File: src/rtl/hex_display_ctrl_if.sv
// rtl/hex_display_ctrl_if.sv - write handshake and status bundle for hex_display_ctrl
interface hex_display_ctrl_if;
  logic        wr_valid;
  logic [23:0] wr_data;
  logic        wr_blank_lz;
  logic        wr_ready;
  logic        busy;

  modport master (
    output wr_valid, wr_data, wr_blank_lz,
    input  wr_ready, busy
  );

  modport slave (
    input  wr_valid, wr_data, wr_blank_lz,
    output wr_ready, busy
  );
endinterface

File: src/rtl/hex_display_ctrl.sv
// rtl/hex_display_ctrl.sv - six-digit hex display driver scanning one shared seven-segment decoder
module seven_segment (
  input  logic [3:0] nibble,
  output logic [6:0] seg
);
  // active-low, bit0 = top segment, bit6 = middle segment
  always_comb begin
    seg = 7'h7F;
    case (nibble)
      4'h0: seg = 7'b1000000;
      4'h1: seg = 7'b1111001;
      4'h2: seg = 7'b0100100;
      4'h3: seg = 7'b0110000;
      4'h4: seg = 7'b0011001;
      4'h5: seg = 7'b0010010;
      4'h6: seg = 7'b0000010;
      4'h7: seg = 7'b1111000;
      4'h8: seg = 7'b0000000;
      4'h9: seg = 7'b0010000;
      4'hA: seg = 7'b0001000;
      4'hB: seg = 7'b0000011;
      4'hC: seg = 7'b1000110;
      4'hD: seg = 7'b0100001;
      4'hE: seg = 7'b0000110;
      4'hF: seg = 7'b0001110;
      default: seg = 7'h7F;
    endcase
  end
endmodule

module hex_display_ctrl (
  input  logic                     clk,
  input  logic                     rst_n,
  hex_display_ctrl_if.slave        bus,
  output logic [6:0]               HEX0,
  output logic [6:0]               HEX1,
  output logic [6:0]               HEX2,
  output logic [6:0]               HEX3,
  output logic [6:0]               HEX4,
  output logic [6:0]               HEX5
);
  typedef enum logic {IDLE, SCAN} state_t;

  state_t      state, state_nxt;
  logic [2:0]  idx;
  logic [23:0] shadow_data;
  logic        shadow_blank;
  logic        seen_nz;
  logic [6:0]  hex_q [6];
  logic        accept;
  logic [3:0]  nibble;
  logic [6:0]  seg;
  logic [6:0]  seg_final;

  assign nibble = shadow_data[{idx, 2'b00} +: 4];

  seven_segment u_dec (
    .nibble (nibble),
    .seg    (seg)
  );

  // digit 0 is exempt so an all-zero value still shows a single "0"
  assign seg_final = (shadow_blank && nibble == 4'h0 && !seen_nz && idx != 3'd0)
                     ? 7'h7F : seg;

  assign bus.wr_ready = (state == IDLE);
  assign bus.busy     = (state == SCAN);

  always_comb begin
    state_nxt = state;
    accept    = 1'b0;
    case (state)
      IDLE: begin
        if (bus.wr_valid) begin
          accept    = 1'b1;
          state_nxt = SCAN;
        end
      end
      SCAN: begin
        if (idx == 3'd0) state_nxt = IDLE;
      end
      default: state_nxt = IDLE;
    endcase
  end

  always_ff @(posedge clk or negedge rst_n) begin
    if (!rst_n) begin
      state <= IDLE;
    end else begin
      state <= state_nxt;
    end
  end

  always_ff @(posedge clk or negedge rst_n) begin
    if (!rst_n) begin
      idx          <= 3'd5;
      seen_nz      <= 1'b0;
      shadow_data  <= 24'h0;
      shadow_blank <= 1'b0;
      for (int i = 0; i < 6; i++) hex_q[i] <= 7'h7F;
    end else if (accept) begin
      shadow_data  <= bus.wr_data;
      shadow_blank <= bus.wr_blank_lz;
      idx          <= 3'd5;
      seen_nz      <= 1'b0;
    end else if (state == SCAN) begin
      for (int i = 0; i < 6; i++) begin
        if (idx == 3'(i)) hex_q[i] <= seg_final;
      end
      if (nibble != 4'h0) seen_nz <= 1'b1;
      idx <= (idx == 3'd0) ? 3'd5 : idx - 3'd1;
    end
  end

  assign HEX0 = hex_q[0];
  assign HEX1 = hex_q[1];
  assign HEX2 = hex_q[2];
  assign HEX3 = hex_q[3];
  assign HEX4 = hex_q[4];
  assign HEX5 = hex_q[5];
endmodule

File: src/flat_wrapper.sv
// flat-port wrapper written by rule: the top's interface ports become plain ports
module hex_display_ctrl_flat 
  (clk, rst_n, HEX0, HEX1, HEX2, HEX3, HEX4, HEX5, bus_wr_valid, bus_wr_data, bus_wr_blank_lz, bus_wr_ready, bus_busy);
  hex_display_ctrl_if bus_i ();
  input  logic clk;
  input  logic rst_n;
  output logic [6:0] HEX0;
  output logic [6:0] HEX1;
  output logic [6:0] HEX2;
  output logic [6:0] HEX3;
  output logic [6:0] HEX4;
  output logic [6:0] HEX5;
  input wire logic [$bits(bus_i.wr_valid)-1:0] bus_wr_valid;
  input wire logic [$bits(bus_i.wr_data)-1:0] bus_wr_data;
  input wire logic [$bits(bus_i.wr_blank_lz)-1:0] bus_wr_blank_lz;
  output wire logic [$bits(bus_i.wr_ready)-1:0] bus_wr_ready;
  output wire logic [$bits(bus_i.busy)-1:0] bus_busy;
  assign bus_i.wr_valid = bus_wr_valid;
  assign bus_i.wr_data = bus_wr_data;
  assign bus_i.wr_blank_lz = bus_wr_blank_lz;
  assign bus_wr_ready = bus_i.wr_ready;
  assign bus_busy = bus_i.busy;
  hex_display_ctrl u_core (.clk(clk), .rst_n(rst_n), .bus(bus_i), .HEX0(HEX0), .HEX1(HEX1), .HEX2(HEX2), .HEX3(HEX3), .HEX4(HEX4), .HEX5(HEX5));
endmodule
File: config.mk
export PLATFORM = sky130hd
export DESIGN_NAME = hex_display_ctrl_flat
export DESIGN_NICKNAME = d
export VERILOG_FILES = /design/src/rtl/hex_display_ctrl_if.sv /design/src/rtl/hex_display_ctrl.sv /design/src/flat_wrapper.sv
export SDC_FILE = /design/constraint.sdc
export NUM_CORES = 1
export LEC_CHECK = 0
export ABC_AREA = 1
export BUFFER_PORTS_ARGS = -buffer_cell sky130_fd_sc_hd__buf_2
export CAP_MARGIN = 15
export CORE_ASPECT_RATIO = 0.7
export CORE_MARGIN = 4
export CORE_UTILIZATION = 38
export DETAILED_ROUTE_END_ITERATION = 10
export HOLD_SLACK_MARGIN = 0.06
export PLACE_DENSITY = 0.61
export RECOVER_POWER = 25
export SLEW_MARGIN = 10
export SYNTH_ARGS = -nofsm -noshare
export SYNTH_HDL_FRONTEND = slang
export SYNTH_HIERARCHICAL = 1
export SYNTH_SLANG_ARGS = --single-unit
File: constraint.sdc
create_clock -name clk -period 2.4 [get_ports clk]
set_clock_uncertainty 0.05 [all_clocks]
set_input_delay 0.24 -clock clk [delete_from_list [all_inputs] [get_ports clk]]
set_output_delay 0.24 -clock clk [all_outputs]
set_load 0.005 [all_outputs]
* Yosys cells after proc, flatten, opt, wreduce, memory -nomap -nowiden
Memories as Yosys holds them, arrays and structs flattened. Index checks and enable logic that the tools add are counted.
Storage, ports and cells: memories 1, register bits after elaboration 72, output and inout bits 44, bits in writable memories 0, bits in read-only memories 112, word-level logic and storage cells 49, bits of input ports 28, latch bits 0
Cells by class: shifts and indexed selects 1, reduce and logical (&&, ||, !) cells 17, div/mod/pow operators 0, order comparisons 0, multiplexer cells 11, equality and inequality tests 5, bitwise logic cells 2, add/subtract/negate cells 1, $mul 0
Memories:
- (name not given) | words 16, bits a word 7, rd ports 1, clocked after memory_dff 0, wr ports 0, RTL line hex_display_ctrl.sv:9 | case (nibble)
Operators by type and width (number):
- 24-bit by 6-bit indexed part select with 4-bit output | 1
- 3-bit AND reduction | 6
- 3-bit 2-to-1 mux | 3
- 7-bit 2-to-1 mux | 1
- 3-bit by 2-bit equality test with 1-bit output, second input constant | 2
- 3-bit equality test, second input constant | 2
- 1-bit 2-to-1 mux | 6
- 4-bit logical NOT | 1
- 2-bit nonzero test | 2
- 4-bit nonzero test | 1
- 3-bit by 1-bit equality test with 1-bit output, second input constant | 1
- 1-bit logical AND | 3
- 3-bit logical NOT | 1
- 3-bit nonzero test | 1
- 3-bit by 1-bit subtractor with 3-bit output, second input constant | 1
- 1-bit NOT | 2
- 1-bit one-hot mux with 2 select lines | 1
- 2-bit AND reduction | 1
- 1-bit logical NOT | 1

* Longest topological paths before layout
depth after elaboration 6, mapped depth 18, gate-level depth less buffers 17

* Cells and area by module
The synthesis kept the hierarchy.
By module, submodules not included:
- hex_display_ctrl | seq. area each 1856.8 µm², times used 1, area an instance 3164.3 µm², cells each 394
- seven_segment | seq. area each 0.0 µm², times used 1, area an instance 274.0 µm², cells each 49

* Worst setup path after synthesis
OpenSTA, ideal clock, no wires.
kind reg-to-reg, start reg u_core.idx[0], end reg u_core.hex_q (netlist bit u_core/HEX3[3]), slack 0.236 ns, arrival time 2.054 ns, cell stages (with the launch flop) 15, required time 2.290 ns, setup time 0.060 ns, buffers on the path 1, clock period less this slack 2.164 ns, cell sequence dfstp_2 > buf_2 > nand2_1 > nor2_1 > a21oi_1 > nand2_1 > inv_1 > ha_1 > nand2_1 > nand3_1 > nand2_1 > inv_1 > nand2_2 > nand2_1 > nand2_1
Between the ends: elaborated cells between the ends (all ways) 10, those cells by class eq/ne (1); shift (1); mux (1); reduce/logical (6); memory (1)
RTL lines:
- from (decl) | RTL line hex_display_ctrl.sv:45 | logic [2:0] idx;
- from (signal assigned) | RTL line hex_display_ctrl.sv:111 | idx <= (idx == 3'd0) ? 3'd5 : idx - 3'd1;
- 24-bit by 6-bit indexed part select with 4-bit output | RTL line hex_display_ctrl.sv:55 | assign nibble = shadow_data[{idx, 2'b00} +: 4];
- net u_core.nibble[0] | RTL line hex_display_ctrl.sv:51 | logic [3:0] nibble;
- memory read 16 x 7 bit
- net u_core.seg[3] | RTL line hex_display_ctrl.sv:52 | logic [6:0] seg;
- 7-bit 2-to-1 mux | RTL line hex_display_ctrl.sv:64 | ? 7'h7F : seg;
- to (signal, indexed assignment) | RTL line hex_display_ctrl.sv:108 | if (idx == 3'(i)) hex_q[i] <= seg_final;
- to (decl) | RTL line hex_display_ctrl.sv:49 | logic [6:0] hex_q [6];
The timed path passes the listed nets, and every way through them passes these cells. A chain may end at the register's enable or synchronous reset.

* Worst setup path after layout
start reg u_core.idx[0], end reg u_core.hex_q (netlist bit u_core/HEX5[3])
Same word-level chain as after synthesis.

==> metrics.md <==
| Metric | Value |
|---|---|
| Mean instance size in the synthesized netlist | `7.76 µm²` |
| Starting utilization of the core area | `0.399` |
| Type of destination of the critical path | `flop` |
| Wire length after detailed routing | `9020 µm` |
| Combinational share of power | `0.462` |
| Wire length of the first global-routing pass | `15,100 µm` |
| Mux cell area share after synthesis | `0` |
| Library cell with the largest summed area after synthesis | `sky130_fd_sc_hd__dfstp_2` |
| Post-synthesis instance area | `3440 µm²` |
| Synthesized-area fraction occupied by and/or/nand/nor cells | `0.354` |
| Number of clock buffers inserted by TritonCTS | `9` |
| Ys async rst share | `1.00` |
| Initial antenna violation count | `0` |
| CTS max path bufs | `2` |
| Via count normalized by instance count | `4.64` |
| Startpoint type of the worst setup path | `flop` |
| Number of DRC violations after detailed routing | `0` |
| Arrival time of the worst setup path | `2.39 ns` |
| Count of placed standard cells in the final layout, fillers left out | `674` |
| Quantity of I/O buffers inserted on ports | `71` |
| CTS Root Cell | `sky130_fd_sc_hd__clkbuf_16` |
| Mapped Nets | `480` |
| Diodes inserted | `0` |
| Total number of clock tree sinks | `72` |
| Via count of the first global-routing pass | `3,077` |
| Worst-Margin Slew | `1.32 ns` |
| TritonCTS clock tree | `yes` |
| Global-route usage over all layers | `0.181` |
| Cell types occupying the most area after synthesis | `sky130_fd_sc_hd__dfstp_2 34%, sky130_fd_sc_hd__nand2_1 29%, sky130_fd_sc_hd__dfrtp_1 20%, sky130_fd_sc_hd__ha_1 3.3%, sky130_fd_sc_hd__inv_1 2.8%` |
| Row cnt | `28` |
| Total core area | `8620 µm²` |
| Maximum vdd ir drop | `0.470 mV` |
| Grt ovf | `0` |
| Number of antenna-violating nets in the routed design | `0` |
| NumNets Final | `586` |
| Worst min-delay path category | `in2reg` |
| Clock share of power | `0.225` |
| Fraction of synthesized cell area in xor and xnor cells | `0` |
| Most frequently used cell type in the post-synthesis netlist | `sky130_fd_sc_hd__nand2_1` |
| Data required time at the worst endpoint | `2.62 ns` |
| Worst Hold Margin | `0.0741 ns` |
| Total number of yosys warnings | `6` |
| Clock-pin slew on the worst setup and hold paths | `0.06 ns` |
| Aggregate negative setup slack | `0 ns` |
| Worst path setup slack after routing | `0.222 ns` |
| Hpwl dp | `6400 µm` |
| Synth Instances | `443` |
| Adder-cell area share of the yosys netlist | `0.0328` |
| Worst slack at placement | `-0.0316 ns` |
| Number of pins exceeding their max-slew limit in the final report | `0` |
| Maximum operating frequency | `459 MHz` |
| Post-synthesis sequential element count | `72` |
| Via total after detailed routing | `3,126` |
| Period utilisation layout | `0.908` |
| Final routed wire length divided by cell count | `13.4 µm` |
| Internal power | `4230 µW` |
| Total Die Area | `10,700 µm²` |
| Total leakage power | `0.00252 µW` |
| Path type of the worst setup path | `reg2reg` |
| Total power draw | `7230 µW` |
| Unrepaired setup endpoints after global routing | `no` |
| Worst slew margin relative to its limit | `0.118` |
| Number of violations reported at the end of detailed-routing iteration 0 | `209` |
| Depth of the CTS H-tree | `3` |
| Critical path peak fanout | `6` |
| Boundary pin count | `72` |
| Die width | `122 µm` |
| Flop pwr share | `0.312` |
| Number of distinct library cell variants in the gate-level netlist after synthesis | `23` |
| Net switching fraction of the power | `0.415` |
| Largest net degree at the start of global routing | `37` |
| Clk Latency, worst-skew pair | `0.33 ns` |
| Main combinational cell family by area after synthesis | `simple AND/OR/NAND/NOR gates` |
| Drt first pass iters | `4` |
| Cell Count Post-Placement | `635` |
| P&R area growth vs syn | `33.5%` |
| Result of the run | `finished clean` |
| Share of layout cells above drive strength 1 | `0.296` |
| Setup-failing EPs final | `0` |
| Number of enable-type register cells in the synthesized netlist | `0` |
| Min Tclk post-route | `2.18 ns` |
| Share of Yosys cell area claimed by the top area cell type | `0.336` |
| Sequential-to-total area share from yosys stat | `0.540` |
| Switch Pwr | `3000 µW` |
| Gp weighted congestion | `0.876` |
| Post-synthesis compound-gate area fraction | `0.0233` |
| Die extent in y | `87.6 µm` |
| Main flop type after synthesis | `sky130_fd_sc_hd__dfstp_2` |
| Count of endpoints failing hold in the final timing report | `0` |
| MaxCap Viol Count | `0` |
| Total of fill cells in the finished design | `849` |
| Synth top cells by count | `267 x sky130_fd_sc_hd__nand2_1, 44 x sky130_fd_sc_hd__dfstp_2, 28 x sky130_fd_sc_hd__dfrtp_1` |
| Total power divided by cell area | `1570 nW/µm²` |
[layer usage]
| metal | track usage | routed length [µm] | up-vias | part of all wire |
|---|---|---|---|---|
| met5 | 0 | 0 | - | 0 |
| li1 | - | - | 1553 | - |
| met1 | 0.266 | 4360 | 1489 | 0.48 |
| met2 | 0.265 | 4010 | 77 | 0.45 |
| met4 | 0.0570 | 89 | 0 | 0.0099 |
| met3 | 0.0413 | 550 | 7 | 0.061 |
[through the flow]
stage / cell area, µm² / util
floorplan: 3440 / -
global placement: 3990 / 0.463
detailed placement: 3990 / 0.463
CTS: 4560 / 0.529
global route: 4590 / 0.533
finish: 4590 / 0.533
[path summary, 6_finish.rpt]
check	from	end	slack, ns	depth (start not counted)
min	bus_wr_data[4]	u_core/shadow_data[4]$_DFFE_PN0P_	0.07	3
min in group asynchronous	rst_n	u_core/shadow_data[6]$_DFFE_PN0P_	0.68	2
min reg2reg	u_core/HEX0[1]$_DFFE_PN1P_	u_core/HEX0[1]$_DFFE_PN1P_	0.41	2
max reg2reg	u_core/idx[0]$_DFFE_PN1P_	u_core/HEX5[3]$_DFFE_PN1P_	0.22	16
max	u_core/idx[0]$_DFFE_PN1P_	u_core/HEX5[3]$_DFFE_PN1P_	0.22	16
max in group asynchronous	rst_n	u_core/HEX4[2]$_DFFE_PN1P_	0.52	4
[final cells by class]
type	instances	area, µm²	area share
Clock buffer	11	233	0.0507
Clock inverter	5	129	0.0281
Inverter	28	105	0.0229
Multi-Input combinational cell	331	1430	0.312
Sequential cell	72	1860	0.405
Tap cell	120	150	0.0327
Timing Repair Buffer	107	684	0.149
[state kept, by name (all words and copies together), names as in the netlist]
register             cells
u_core/HEX3              7
u_core/shadow_data      24
u_core/HEX1              7
u_core/HEX4              7
u_core/HEX2              7
u_core/seen_nz           1
u_core/HEX0              7
u_core/idx               3
u_core/HEX5              7
u_core/shadow_blank      1
u_core/bus.busy          1
[what timing repair did]
| item | 4_1_cts | 5_1_grt |
|---|---|---|
| gates resized for setup | 1 | 8 |
| hold buffers | 20 | 0 |
| buffers inserted | 1 | 2 |
| hold endpoints to repair | 36 | 0 |
| pin swaps | 0 | 0 |
| cloned | 0 | 0 |
| setup endpoints to repair | 9 | 37 |
[power groups by stage]
stage,Combinational (µW),Clock (µW),Sequential [µW]
2_1_floorplan,2130,0,2220
3_3_place_gp,3120,0,2290
3_5_place_dp,3180,0,2280
4_1_cts,3240,1670,2270
5_1_grt,3810,1720,2330
6_report,3340,1630,2260
[logic make-up (layout without fill, tap and decap cells)]
| kind of cell | after synthesis | after routing |
|---|---|---|
| flip-flops | 72 | 72 |
| AND/OR/NAND/NOR | 308 | 308 |
| AO/OA/AOI/OAI | 14 | 14 |
| adder cells (fa/ha/maj) | 9 | 9 |
| buffers and inverters | 40 | 151 |
[layout by cell type (no fill, tap or decap)]
cell type,Yosys,routed
sky130_fd_sc_hd__a21o_1,1,1
sky130_fd_sc_hd__a21oi_1,4,3
sky130_fd_sc_hd__a21oi_2,0,1
sky130_fd_sc_hd__a22oi_1,1,1
sky130_fd_sc_hd__buf_12,0,1
sky130_fd_sc_hd__buf_2,2,70
sky130_fd_sc_hd__buf_4,1,14
sky130_fd_sc_hd__bufinv_16,0,4
sky130_fd_sc_hd__clkbuf_1,7,3
sky130_fd_sc_hd__clkbuf_16,0,9
sky130_fd_sc_hd__clkbuf_2,0,1
sky130_fd_sc_hd__clkinv_4,0,1
sky130_fd_sc_hd__dfrtp_1,28,28
sky130_fd_sc_hd__dfstp_2,44,44
sky130_fd_sc_hd__dlygate4sd3_1,0,20
sky130_fd_sc_hd__ha_1,9,9
sky130_fd_sc_hd__inv_1,26,23
sky130_fd_sc_hd__inv_2,2,5
sky130_fd_sc_hd__nand2_1,267,264
sky130_fd_sc_hd__nand2_2,7,8
sky130_fd_sc_hd__nand2_4,0,2
sky130_fd_sc_hd__nand3_1,19,19
sky130_fd_sc_hd__nand3_4,1,1
sky130_fd_sc_hd__nor2_1,11,11
sky130_fd_sc_hd__nor2_2,2,2
sky130_fd_sc_hd__nor3_1,1,1
sky130_fd_sc_hd__o21ai_0,5,5
sky130_fd_sc_hd__o21ai_1,1,1
sky130_fd_sc_hd__o21ai_2,1,1
sky130_fd_sc_hd__o22ai_1,1,1
[critical path: stages (launching register included)]
cell	delay [ns]
sky130_fd_sc_hd__dfstp_2	0.59
sky130_fd_sc_hd__buf_4	0.15
sky130_fd_sc_hd__nand2_1	0.05
sky130_fd_sc_hd__nand2_1	0.06
sky130_fd_sc_hd__nand2_1	0.04
sky130_fd_sc_hd__nand2_1	0.06
sky130_fd_sc_hd__nand2_1	0.07
sky130_fd_sc_hd__nand2_4	0.11
sky130_fd_sc_hd__inv_2	0.07
sky130_fd_sc_hd__ha_1	0.31
sky130_fd_sc_hd__nand2_1	0.08
sky130_fd_sc_hd__nand3_1	0.08
sky130_fd_sc_hd__nand2_1	0.09
sky130_fd_sc_hd__inv_1	0.06
sky130_fd_sc_hd__nand2_4	0.10
sky130_fd_sc_hd__nand2_1	0.06
sky130_fd_sc_hd__nand2_1	0.06
Note: power is estimated with default switching activity, not from simulation.
